==> src/rtl/uart_pkg.sv <==
// Shared UART definitions for the transmit and receive paths.
package uart_pkg;

   localparam int unsigned DATA_BITS            = 8;
   localparam int unsigned DEFAULT_CLKS_PER_BIT = 10;

   typedef enum logic [1:0] {
      IDLE,
      START,
      DATA,
      STOP
   } tx_state_t;

endpackage

==> src/rtl/tx_block_if.sv <==
// Byte handshake into the transmitter: upstream is master, tx_block is slave.
interface tx_block_if;
   import uart_pkg::*;

   logic [DATA_BITS-1:0] tx_data;
   logic                 tx_valid;
   logic                 tx_ready;

   modport master (output tx_data, output tx_valid, input tx_ready);
   modport slave  (input tx_data, input tx_valid, output tx_ready);

endinterface

==> src/rtl/tx_block_bit_timer.sv <==
// Bit-period counter: counts 0..CLKS_PER_BIT-1 while enabled, restarts on clear.
module tx_bit_timer
   import uart_pkg::*;
#(
   parameter int unsigned CLKS_PER_BIT = DEFAULT_CLKS_PER_BIT
) (
   input  logic clk,
   input  logic rst,
   input  logic clear,
   input  logic enable,
   output logic bit_end,
   output logic bit_pre_end
);

   localparam int unsigned CW = (CLKS_PER_BIT > 1) ? $clog2(CLKS_PER_BIT) : 1;
   localparam logic [CW-1:0] LAST = CW'(CLKS_PER_BIT - 1);
   localparam logic [CW-1:0] PRE  = CW'(CLKS_PER_BIT - 2);

   logic [CW-1:0] count;

   always_ff @(posedge clk) begin
      if (rst || clear) begin
         count <= '0;
      end else if (enable) begin
         if (bit_end) count <= '0;
         else         count <= count + 1'b1;
      end
   end

   assign bit_end     = (count == LAST);
   // Lets the registered tx_done line up with the final cycle of a bit.
   assign bit_pre_end = (count == PRE);

endmodule

==> src/rtl/tx_block.sv <==
// UART transmitter: one-entry holding buffer feeding a start/8N/stop serializer.
module tx_block
   import uart_pkg::*;
#(
   parameter int unsigned CLKS_PER_BIT = DEFAULT_CLKS_PER_BIT
) (
   input  logic       clk,
   input  logic       rst,
   tx_block_if.slave  tx,
   output logic       serial_out,
   output logic       tx_busy,
   output logic       tx_done
);

   tx_state_t            state, state_next;
   logic [DATA_BITS-1:0] buf_data;
   logic                 buf_full;
   logic [DATA_BITS-1:0] shift_reg, shift_next;
   logic [2:0]           bit_idx, bit_idx_next;
   logic                 load;
   logic                 accept;
   logic                 serial_next;
   logic                 bit_end;
   logic                 bit_pre_end;

   assign tx.tx_ready = ~buf_full;
   assign accept      = tx.tx_valid & ~buf_full;

   tx_bit_timer #(.CLKS_PER_BIT(CLKS_PER_BIT)) u_timer (
      .clk         (clk),
      .rst         (rst),
      .clear       (state_next != state),
      .enable      (state != IDLE),
      .bit_end     (bit_end),
      .bit_pre_end (bit_pre_end)
   );

   always_comb begin
      state_next   = state;
      shift_next   = shift_reg;
      bit_idx_next = bit_idx;
      load         = 1'b0;
      unique case (state)
         IDLE: begin
            if (buf_full) begin
               load       = 1'b1;
               state_next = START;
            end
         end
         START: begin
            if (bit_end) begin
               state_next   = DATA;
               bit_idx_next = '0;
            end
         end
         DATA: begin
            if (bit_end) begin
               shift_next = shift_reg >> 1;
               if (bit_idx == 3'd7) begin
                  state_next   = STOP;
                  bit_idx_next = '0;
               end else begin
                  bit_idx_next = bit_idx + 3'd1;
               end
            end
         end
         STOP: begin
            if (bit_end) begin
               if (buf_full) begin
                  load       = 1'b1;
                  state_next = START;
               end else begin
                  state_next = IDLE;
               end
            end
         end
         default: state_next = IDLE;
      endcase
      if (load) shift_next = buf_data;

      // Line level is decoded from the next state so serial_out stays a flop.
      unique case (state_next)
         START:   serial_next = 1'b0;
         DATA:    serial_next = shift_next[0];
         default: serial_next = 1'b1;
      endcase
   end

   always_ff @(posedge clk) begin
      if (rst) begin
         state      <= IDLE;
         buf_data   <= '0;
         buf_full   <= 1'b0;
         shift_reg  <= '0;
         bit_idx    <= '0;
         serial_out <= 1'b1;
         tx_busy    <= 1'b0;
         tx_done    <= 1'b0;
      end else begin
         state      <= state_next;
         shift_reg  <= shift_next;
         bit_idx    <= bit_idx_next;
         serial_out <= serial_next;
         tx_busy    <= (state_next != IDLE);
         tx_done    <= (state == STOP) && bit_pre_end;
         if (accept) begin
            buf_data <= tx.tx_data;
            buf_full <= 1'b1;
         end else if (load) begin
            buf_full <= 1'b0;
         end
      end
   end

endmodule
==> src/flat_wrapper.sv <==
// flat-port wrapper written by rule: the top's interface ports become plain ports
module tx_block_flat import uart_pkg::*;
#(
   parameter int unsigned CLKS_PER_BIT = DEFAULT_CLKS_PER_BIT
)
  (clk, rst, serial_out, tx_busy, tx_done, tx_tx_data, tx_tx_valid, tx_tx_ready);
  tx_block_if tx_i ();
  input  logic clk;
  input  logic rst;
  output logic serial_out;
  output logic tx_busy;
  output logic tx_done;
  input wire logic [$bits(tx_i.tx_data)-1:0] tx_tx_data;
  input wire logic [$bits(tx_i.tx_valid)-1:0] tx_tx_valid;
  output wire logic [$bits(tx_i.tx_ready)-1:0] tx_tx_ready;
  assign tx_i.tx_data = tx_tx_data;
  assign tx_i.tx_valid = tx_tx_valid;
  assign tx_tx_ready = tx_i.tx_ready;
  tx_block #(.CLKS_PER_BIT(CLKS_PER_BIT)) u_core (.clk(clk), .rst(rst), .tx(tx_i), .serial_out(serial_out), .tx_busy(tx_busy), .tx_done(tx_done));
endmodule
==> config.mk <==
export PLATFORM = sky130hd
export DESIGN_NAME = tx_block_flat
export DESIGN_NICKNAME = d
export VERILOG_FILES = /design/src/rtl/uart_pkg.sv /design/src/rtl/tx_block_if.sv /design/src/rtl/tx_block_bit_timer.sv /design/src/rtl/tx_block.sv /design/src/flat_wrapper.sv
export SDC_FILE = /design/constraint.sdc
export NUM_CORES = 1
export LEC_CHECK = 0
export BUFFER_PORTS_ARGS = -buffer_cell sky130_fd_sc_hd__buf_4
export CAP_MARGIN = 20
export CORE_UTILIZATION = 40
export DETAILED_ROUTE_END_ITERATION = 10
export HOLD_SLACK_MARGIN = 0.02
export PLACE_DENSITY = 0.65
export SYNTH_ARGS = -nofsm -noshare
export SYNTH_HDL_FRONTEND = slang
export SYNTH_SLANG_ARGS = --single-unit
==> constraint.sdc <==
create_clock -name clk -period 2.4 [get_ports clk]
set_clock_uncertainty 0.1 [all_clocks]
set_input_delay 0.12 -clock clk [delete_from_list [all_inputs] [get_ports clk]]
set_output_delay 0.12 -clock clk [all_outputs]
set_load 0.005 [all_outputs]
==> results.toml, run 1 <==
[logic_synthesis]
syn-cell-area_mm2 = 0.00143
synthCells = 153
synth-seq-cells = 29
synth_cell_types = 34
ys_seq_area_share_pct = 40.5
avgSynthCellArea_um2 = 9.36
yosys_warnings = 0
synth_nets = 171

[min_path]
min_from = "rst"
min_to = "u_core.bit_idx[0]$_SDFFE_PP0P_"
worstHoldPathType = "input port to register"
holdPathStages = 2

[route]
dr_total_vias = 1185
dr.pass1.iters = 4
drt-total-wl_mm = 3.08
drtAntennaViolNets = 0
drt_iter0_markers = 67
wire_per_inst_um = 13.7
drc = 0
avgViaCountPerCell = 5.29

[critical_path]
r2r_start = "u_core.state[1]$_SDFF_PP0_"
critPathTopFamily = "simple AND/OR/NAND/NOR gates"
cp.arrival_ns = 2.34
endpoint_kind = "register"
r2r_slack_ns = 0.18
worstSetupStartpoint = "u_core.state[1]$_SDFF_PP0_"
crit_fanout = 14
r2r_end = "u_core.serial_out$_SDFF_PP1_"
crit_type = "register to register"
critPathMaxStageDelay_ns = 0.62
path_cells = "inv_1 -> ha_1 -> or3_1 -> mux2i_1 -> a31oi_1"
crit_path_top_delay_cell = "or3_1"
worst-path-buf-inv = 1
required_ns = 2.52
worst_r2r_path_depth = 5
crit_path_start_kind = "register"

[timing]
finalCritPeriodShare_pct = 92.6
drv_slew = 0
fin_crit_ns = 2.22
max_slew_margin_pct = 63.0
hold_viol_final = 0
rsz0062_at_grt = "false"
timing.final.ws_setup_ns = 0.177
final.setup.tns_ns = 0
tightest_slew_ns = 0.554
max_freq_mhz = 450
setup_viol = 0

[cells_and_area]
seq_area_um2 = 581
nFillCells = 313
post-route-util_pct = 51.5
diodes = 0
nets = 195
area_delta_synth_final_pct = 21.9
drive_gt1_share_pct = 20.2
multi_input_area_um2 = 792

[power]
vdd_drop_max_v = 0.000530
powerDensity_mw_per_mm2 = 922
p_leak_nw = 0.687
p_total_mw = 1.61

[clock_network]
cts_inserted_buffers = 5
clk_pin_slew_worst_paths_ns = 0.10
clk-insertion-delay-late_ns = 0.34
htreeDepth = 2
clock-sinks = 29
cts_tree = "done"
cts_setup_buffers = 0
clockBufferDepth = 2
cts_root_buf = "clkbuf_4"

[floorplan]
top_level_ports = 15
initial_core_util_pct = 42.3
rows = 21
die_w_um = 61.8
die_h_um = 61.8
dieArea_mm2 = 0.00382
coreArea_mm2 = 0.00339

[global_route]
antenna_found_initial = 0
grt_pass1_wl_mm = 4.98
grt_util_all_layers_pct = 18.6
grt_pass1_vias = 1044
gr-total-overflow = 0
grt_max_degree = 30

[place]
hpwlAfterDp_mm = 2.07
gp_congestion = 0.764
dp_slack_ns = 0.221
numPortBuffers = 14

[outcome]
status = "completed"

[flow_run]
drv_cap = 0
area by class of cell:
| class | instances | share of cell area (%) |
|---|---|---|
| clock inverters | 3 | 2.65 |
| inverters | 6 | 1.29 |
| well taps | 46 | 3.30 |
| repair buffers | 25 | 12.0 |
| flip-flops and latches | 29 | 33.2 |
| multi-input cells | 110 | 45.3 |
| clock buffers | 5 | 2.15 |
power breakdown:
part	internal [mW]	total [mW]	switching (mW)
clock	0.220	0.403	0.182
sequential	0.563	0.627	0.0644
combinational	0.246	0.581	0.335
total	1.03	1.61	0.582
layer usage:
metal,vias to the layer above,global-route usage [%],share of wire (%)
met5,-,0,0
met4,0,10.2,1.9
met3,5,7.04,4.6
met2,29,28.6,48
met1,548,22.5,45
li1,603,-,-
cell usage in the layout, fill, tap and decap left out, types with 2 or more instances in the layout:
| cell type | netlist | routed |
|---|---|---|
| a211oi_2 | 6 | 6 |
| a21oi_1 | 7 | 7 |
| and3_1 | 3 | 3 |
| buf_4 | 0 | 16 |
| clkbuf_4 | 0 | 5 |
| dfxtp_1 | 29 | 29 |
| dlygate4sd3_1 | 0 | 9 |
| ha_1 | 7 | 6 |
| inv_1 | 6 | 6 |
| mux2i_1 | 15 | 15 |
| nand2_1 | 5 | 5 |
| nand2b_1 | 2 | 2 |
| nand3b_1 | 2 | 2 |
| nand4_1 | 3 | 3 |
| nor2_1 | 23 | 23 |
| nor2b_1 | 3 | 3 |
| nor3_1 | 6 | 6 |
| nor3b_1 | 3 | 3 |
| nor4_1 | 4 | 4 |
| o21ai_0 | 7 | 7 |
per-stage QoR:
| stage | std cells | hold WS [ns] | area [um^2] |
|---|---|---|---|
| after global placement | 207 | 0.252 | 1570 |
| after CTS | 224 | 0.0522 | 1740 |
| final | 224 | 0.0606 | 1750 |
| after floorplan | 153 | 0.167 | 1430 |
| after global routing | 224 | 0.0622 | 1750 |
| after detailed placement | 207 | 0.262 | 1570 |
worst reg2reg max path, stage by stage (launching register included):
cell     delay, ns
dfxtp_1       0.47
inv_1         0.15
ha_1          0.36
or3_1         0.62
mux2i_1       0.28
a31oi_1       0.11
cell usage after synthesis:
cell	n	share of area, %
a2111oi_2	1	1.0
a211oi_2	6	5.2
a21oi_1	7	2.4
a21oi_2	1	0.61
a22oi_1	1	0.52
a31o_2	1	0.61
a31oi_1	1	0.44
a32o_1	1	0.70
and3_1	3	1.3
and4bb_2	1	0.87
buf_2	2	0.70
buf_6	1	0.79
clkbuf_1	5	1.3
dfxtp_1	29	41
ha_1	7	6.1
inv_1	6	1.6
mux2_1	1	0.79
mux2i_1	15	10
nand2_1	5	1.3
nand2b_1	2	0.87
nand3b_1	2	1.0
nand4_1	3	1.3
nand4bb_1	1	0.79
nor2_1	23	6.0
nor2b_1	3	1.3
nor3_1	6	2.1
nor3b_1	3	1.6
nor4_1	4	1.7
o21ai_0	7	2.4
o31a_1	1	0.61
o32ai_2	1	1.1
or3_1	1	0.44
xnor2_1	1	0.61
xor2_1	1	0.61
worst max-delay path by stage:
stage / to / slack [ns] / cells after the start
CTS: u_core.u_timer.count[1]$_SDFFE_PP0P_ / 0.17 / 7
detailed placement: u_core.u_timer.count[3]$_SDFFE_PP0P_ / 0.22 / 7
floorplan: u_core.serial_out$_SDFF_PP1_ / 0.40 / 8
global placement: u_core.serial_out$_SDFF_PP1_ / 0.34 / 5
finish: u_core.serial_out$_SDFF_PP1_ / 0.18 / 5
global route: u_core.serial_out$_SDFF_PP1_ / 0.03 / 5
kinds of logic after synthesis:
family	after synthesis	synth area share [%]
buf+inv	14	4.37
fa+ha+maj	7	6.11
mux	16	11.3
simple gates	57	20.7
xor+xnor	2	1.22
compound gates	28	15.8
flops	29	40.5
timing repair:
item,in CTS,in global routing
hold buffers,9,0
resized for setup,0,1
endpoints found under the hold margin,9,0
endpoints found under the setup margin,0,2
No activity file was read; power rests on OpenSTA's default activity.
==> run 2, diff against run 1 <==
--- a/config.mk
+++ b/config.mk
@@ -5,12 +5,13 @@
 export SDC_FILE = /design/constraint.sdc
 export NUM_CORES = 1
 export LEC_CHECK = 0
-export BUFFER_PORTS_ARGS = -buffer_cell sky130_fd_sc_hd__buf_4
 export CAP_MARGIN = 20
 export CORE_UTILIZATION = 40
 export DETAILED_ROUTE_END_ITERATION = 10
+export DONT_BUFFER_PORTS = 1
+export GPL_TIMING_DRIVEN = 0
 export HOLD_SLACK_MARGIN = 0.02
-export PLACE_DENSITY = 0.65
+export PLACE_DENSITY = 0.61
 export SYNTH_ARGS = -nofsm -noshare
 export SYNTH_HDL_FRONTEND = slang
 export SYNTH_SLANG_ARGS = --single-unit
==> results.toml, run 2 (same netlist as run 1, synthesis figures left out) <==
[floorplan]
coreArea_mm2 = 0.00339
rows = 21
die_w_um = 61.8
initial_core_util_pct = 42.3
dieArea_mm2 = 0.00382
top_level_ports = 15
die_h_um = 61.8

[timing]
rsz0062_at_grt = "false"
drv_slew = 0
fin_crit_ns = 2.17
max_slew_margin_pct = 58.8
setup_viol = 0
max_freq_mhz = 460
finalCritPeriodShare_pct = 90.6
hold_viol_final = 0
tightest_slew_ns = 0.618
final.setup.tns_ns = 0

[critical_path]
worst-path-buf-inv = 2
path_depth = 7
critPathTopFamily = "multiplexers"
critPathMaxStageDelay_ns = 0.36
crit_type = "register to register"
r2r_slack_ns = 0.23
crit_end = "u_core.serial_out$_SDFF_PP1_"
r2r_end = "u_core.serial_out$_SDFF_PP1_"
worstSetupStartpoint = "u_core.state[0]$_SDFF_PP0_"
worst_r2r_path_depth = 7
path_cells = "inv_1 -> ha_1 -> and3_1 -> buf_2 -> mux2_1 -> mux2i_1 -> a31oi_1"
cp.arrival_ns = 2.29
required_ns = 2.51
r2r_start = "u_core.state[0]$_SDFF_PP0_"
endpoint_kind = "register"
crit_path_start_kind = "register"
crit_path_top_delay_cell = "dfxtp_2"
crit_fanout = 9

[place]
dp_cells = 199
hpwlAfterDp_mm = 2.00
gp_congestion = 0.859
numPortBuffers = 0

[outcome]
status = "completed"

[global_route]
grt_max_degree = 12
grt_pass1_wl_mm = 4.89
antenna_found_initial = 0
gr-total-overflow = 0
grt_pass1_vias = 1051
grt_util_all_layers_pct = 17.8

[power]
vdd_drop_max_v = 0.000497
powerDensity_mw_per_mm2 = 904
p_leak_nw = 0.612

[cells_and_area]
diodes = 0
nets = 186
area_delta_synth_final_pct = 14.3
nFillCells = 329
layout_commonest_cell = "dfxtp_1"
mostFrequentLayoutCells = "dfxtp_1 (28), nor2_1 (23), mux2i_1 (15), dlygate4sd3_1 (9)"
post-route-util_pct = 48.3
drive_gt1_share_pct = 13.6
final_cell_count_no_fill = 215

[clock_network]
cts_tree = "done"
clockBufferDepth = 2
cts_root_buf = "clkbuf_4"
clk-insertion-delay-late_ns = 0.34
clock-sinks = 29
cts_inserted_buffers = 5
htreeDepth = 2
clk_pin_slew_worst_paths_ns = 0.11

[flow_run]
drv_cap = 0

[route]
drc = 0
avgViaCountPerCell = 5.24
dr.pass1.iters = 4
drtAntennaViolNets = 0
dr_total_vias = 1126
wire_per_inst_um = 13.0
drt_iter0_markers = 63
drt-total-wl_mm = 2.79

[min_path]
worstHoldPathType = "input port to register"
holdPathStages = 2
## run 2: changes by cell type in the layout (fill, tap and decap cells not counted), sizes merged
| cell | change |
|---|---|
| clkinv | -1 |
| buf | -13 |
| clkbuf | +4 |
| clkinvlp | +2 |
| bufinv | -1 |
## run 2: report_power, final
group | leakage, nW | total [mW] | internal, mW | switching [mW]
Sequential | 0.237 | 0.632 | 0.565 | 0.0671
Combinational | 0.351 | 0.542 | 0.230 | 0.312
Clock | 0.0234 | 0.306 | 0.113 | 0.193
## run 2: layout make-up
type | count | area [um^2] | share of cell area (%)
plain buffers | 7 | 36.3 | 2.22
clock buffers | 5 | 37.5 | 2.29
clock inverters | 3 | 22.5 | 1.38
inverters | 6 | 22.5 | 1.38
multi-input cells | 110 | 790 | 48.2
flip-flops and latches | 29 | 582 | 35.5
well taps | 46 | 57.6 | 3.51
repair buffers | 9 | 90.1 | 5.50
## run 2: worst reg2reg max path, stage by stage (launching register included)
cell and delay [ns]:
dfxtp_2 0.36, inv_1 0.14, ha_1 0.36, and3_1 0.20, buf_2 0.23, mux2_1 0.34, mux2i_1 0.21, a31oi_1 0.11
## run 2: how the worst min path moves through the flow
stage	startpoint	to
6_report	rst	u_core.bit_idx[0]$_SDFFE_PP0P_
2_1_floorplan	tx_tx_data[0]	u_core.buf_data[0]$_SDFFE_PP0P_
3_5_place_dp	tx_tx_data[7]	u_core.buf_data[7]$_SDFFE_PP0P_
3_3_place_gp	tx_tx_data[7]	u_core.buf_data[7]$_SDFFE_PP0P_
4_1_cts	rst	u_core.bit_idx[0]$_SDFFE_PP0P_
5_1_grt	rst	u_core.bit_idx[0]$_SDFFE_PP0P_
## run 2: layer usage
metal	routed length (um)	part of all wire [%]	GRT usage [%]
met1	1350	48	23.2
met2	1220	44	26.6
met3	146	5.2	5.80
met4	74	2.7	8.25
met5	0	0	0
## run 2: what timing repair did
item                                    in CTS  in global routing
hold buffers                                 9                  0
endpoints found under the setup margin       0                  6
resized for setup                            0                  1
hold endpoints to repair                     9                  0
setup buffers                                0                  0
## run 2: stage by stage
| step | instance area (um^2) | total power [mW] | hold slack [ns] | setup slack [ns] |
|---|---|---|---|---|
| floorplan | 1430 | 1.07 | 0.167 | 0.401 |
| CTS | 1640 | 1.49 | 0.154 | 0.0559 |
| finish | 1640 | 1.48 | 0.148 | 0.226 |
| global route | 1640 | 1.60 | 0.173 | 0.0355 |
| global placement | 1490 | 1.16 | 0.171 | 0.0845 |
| detailed placement | 1490 | 1.17 | 0.176 | 0.0841 |
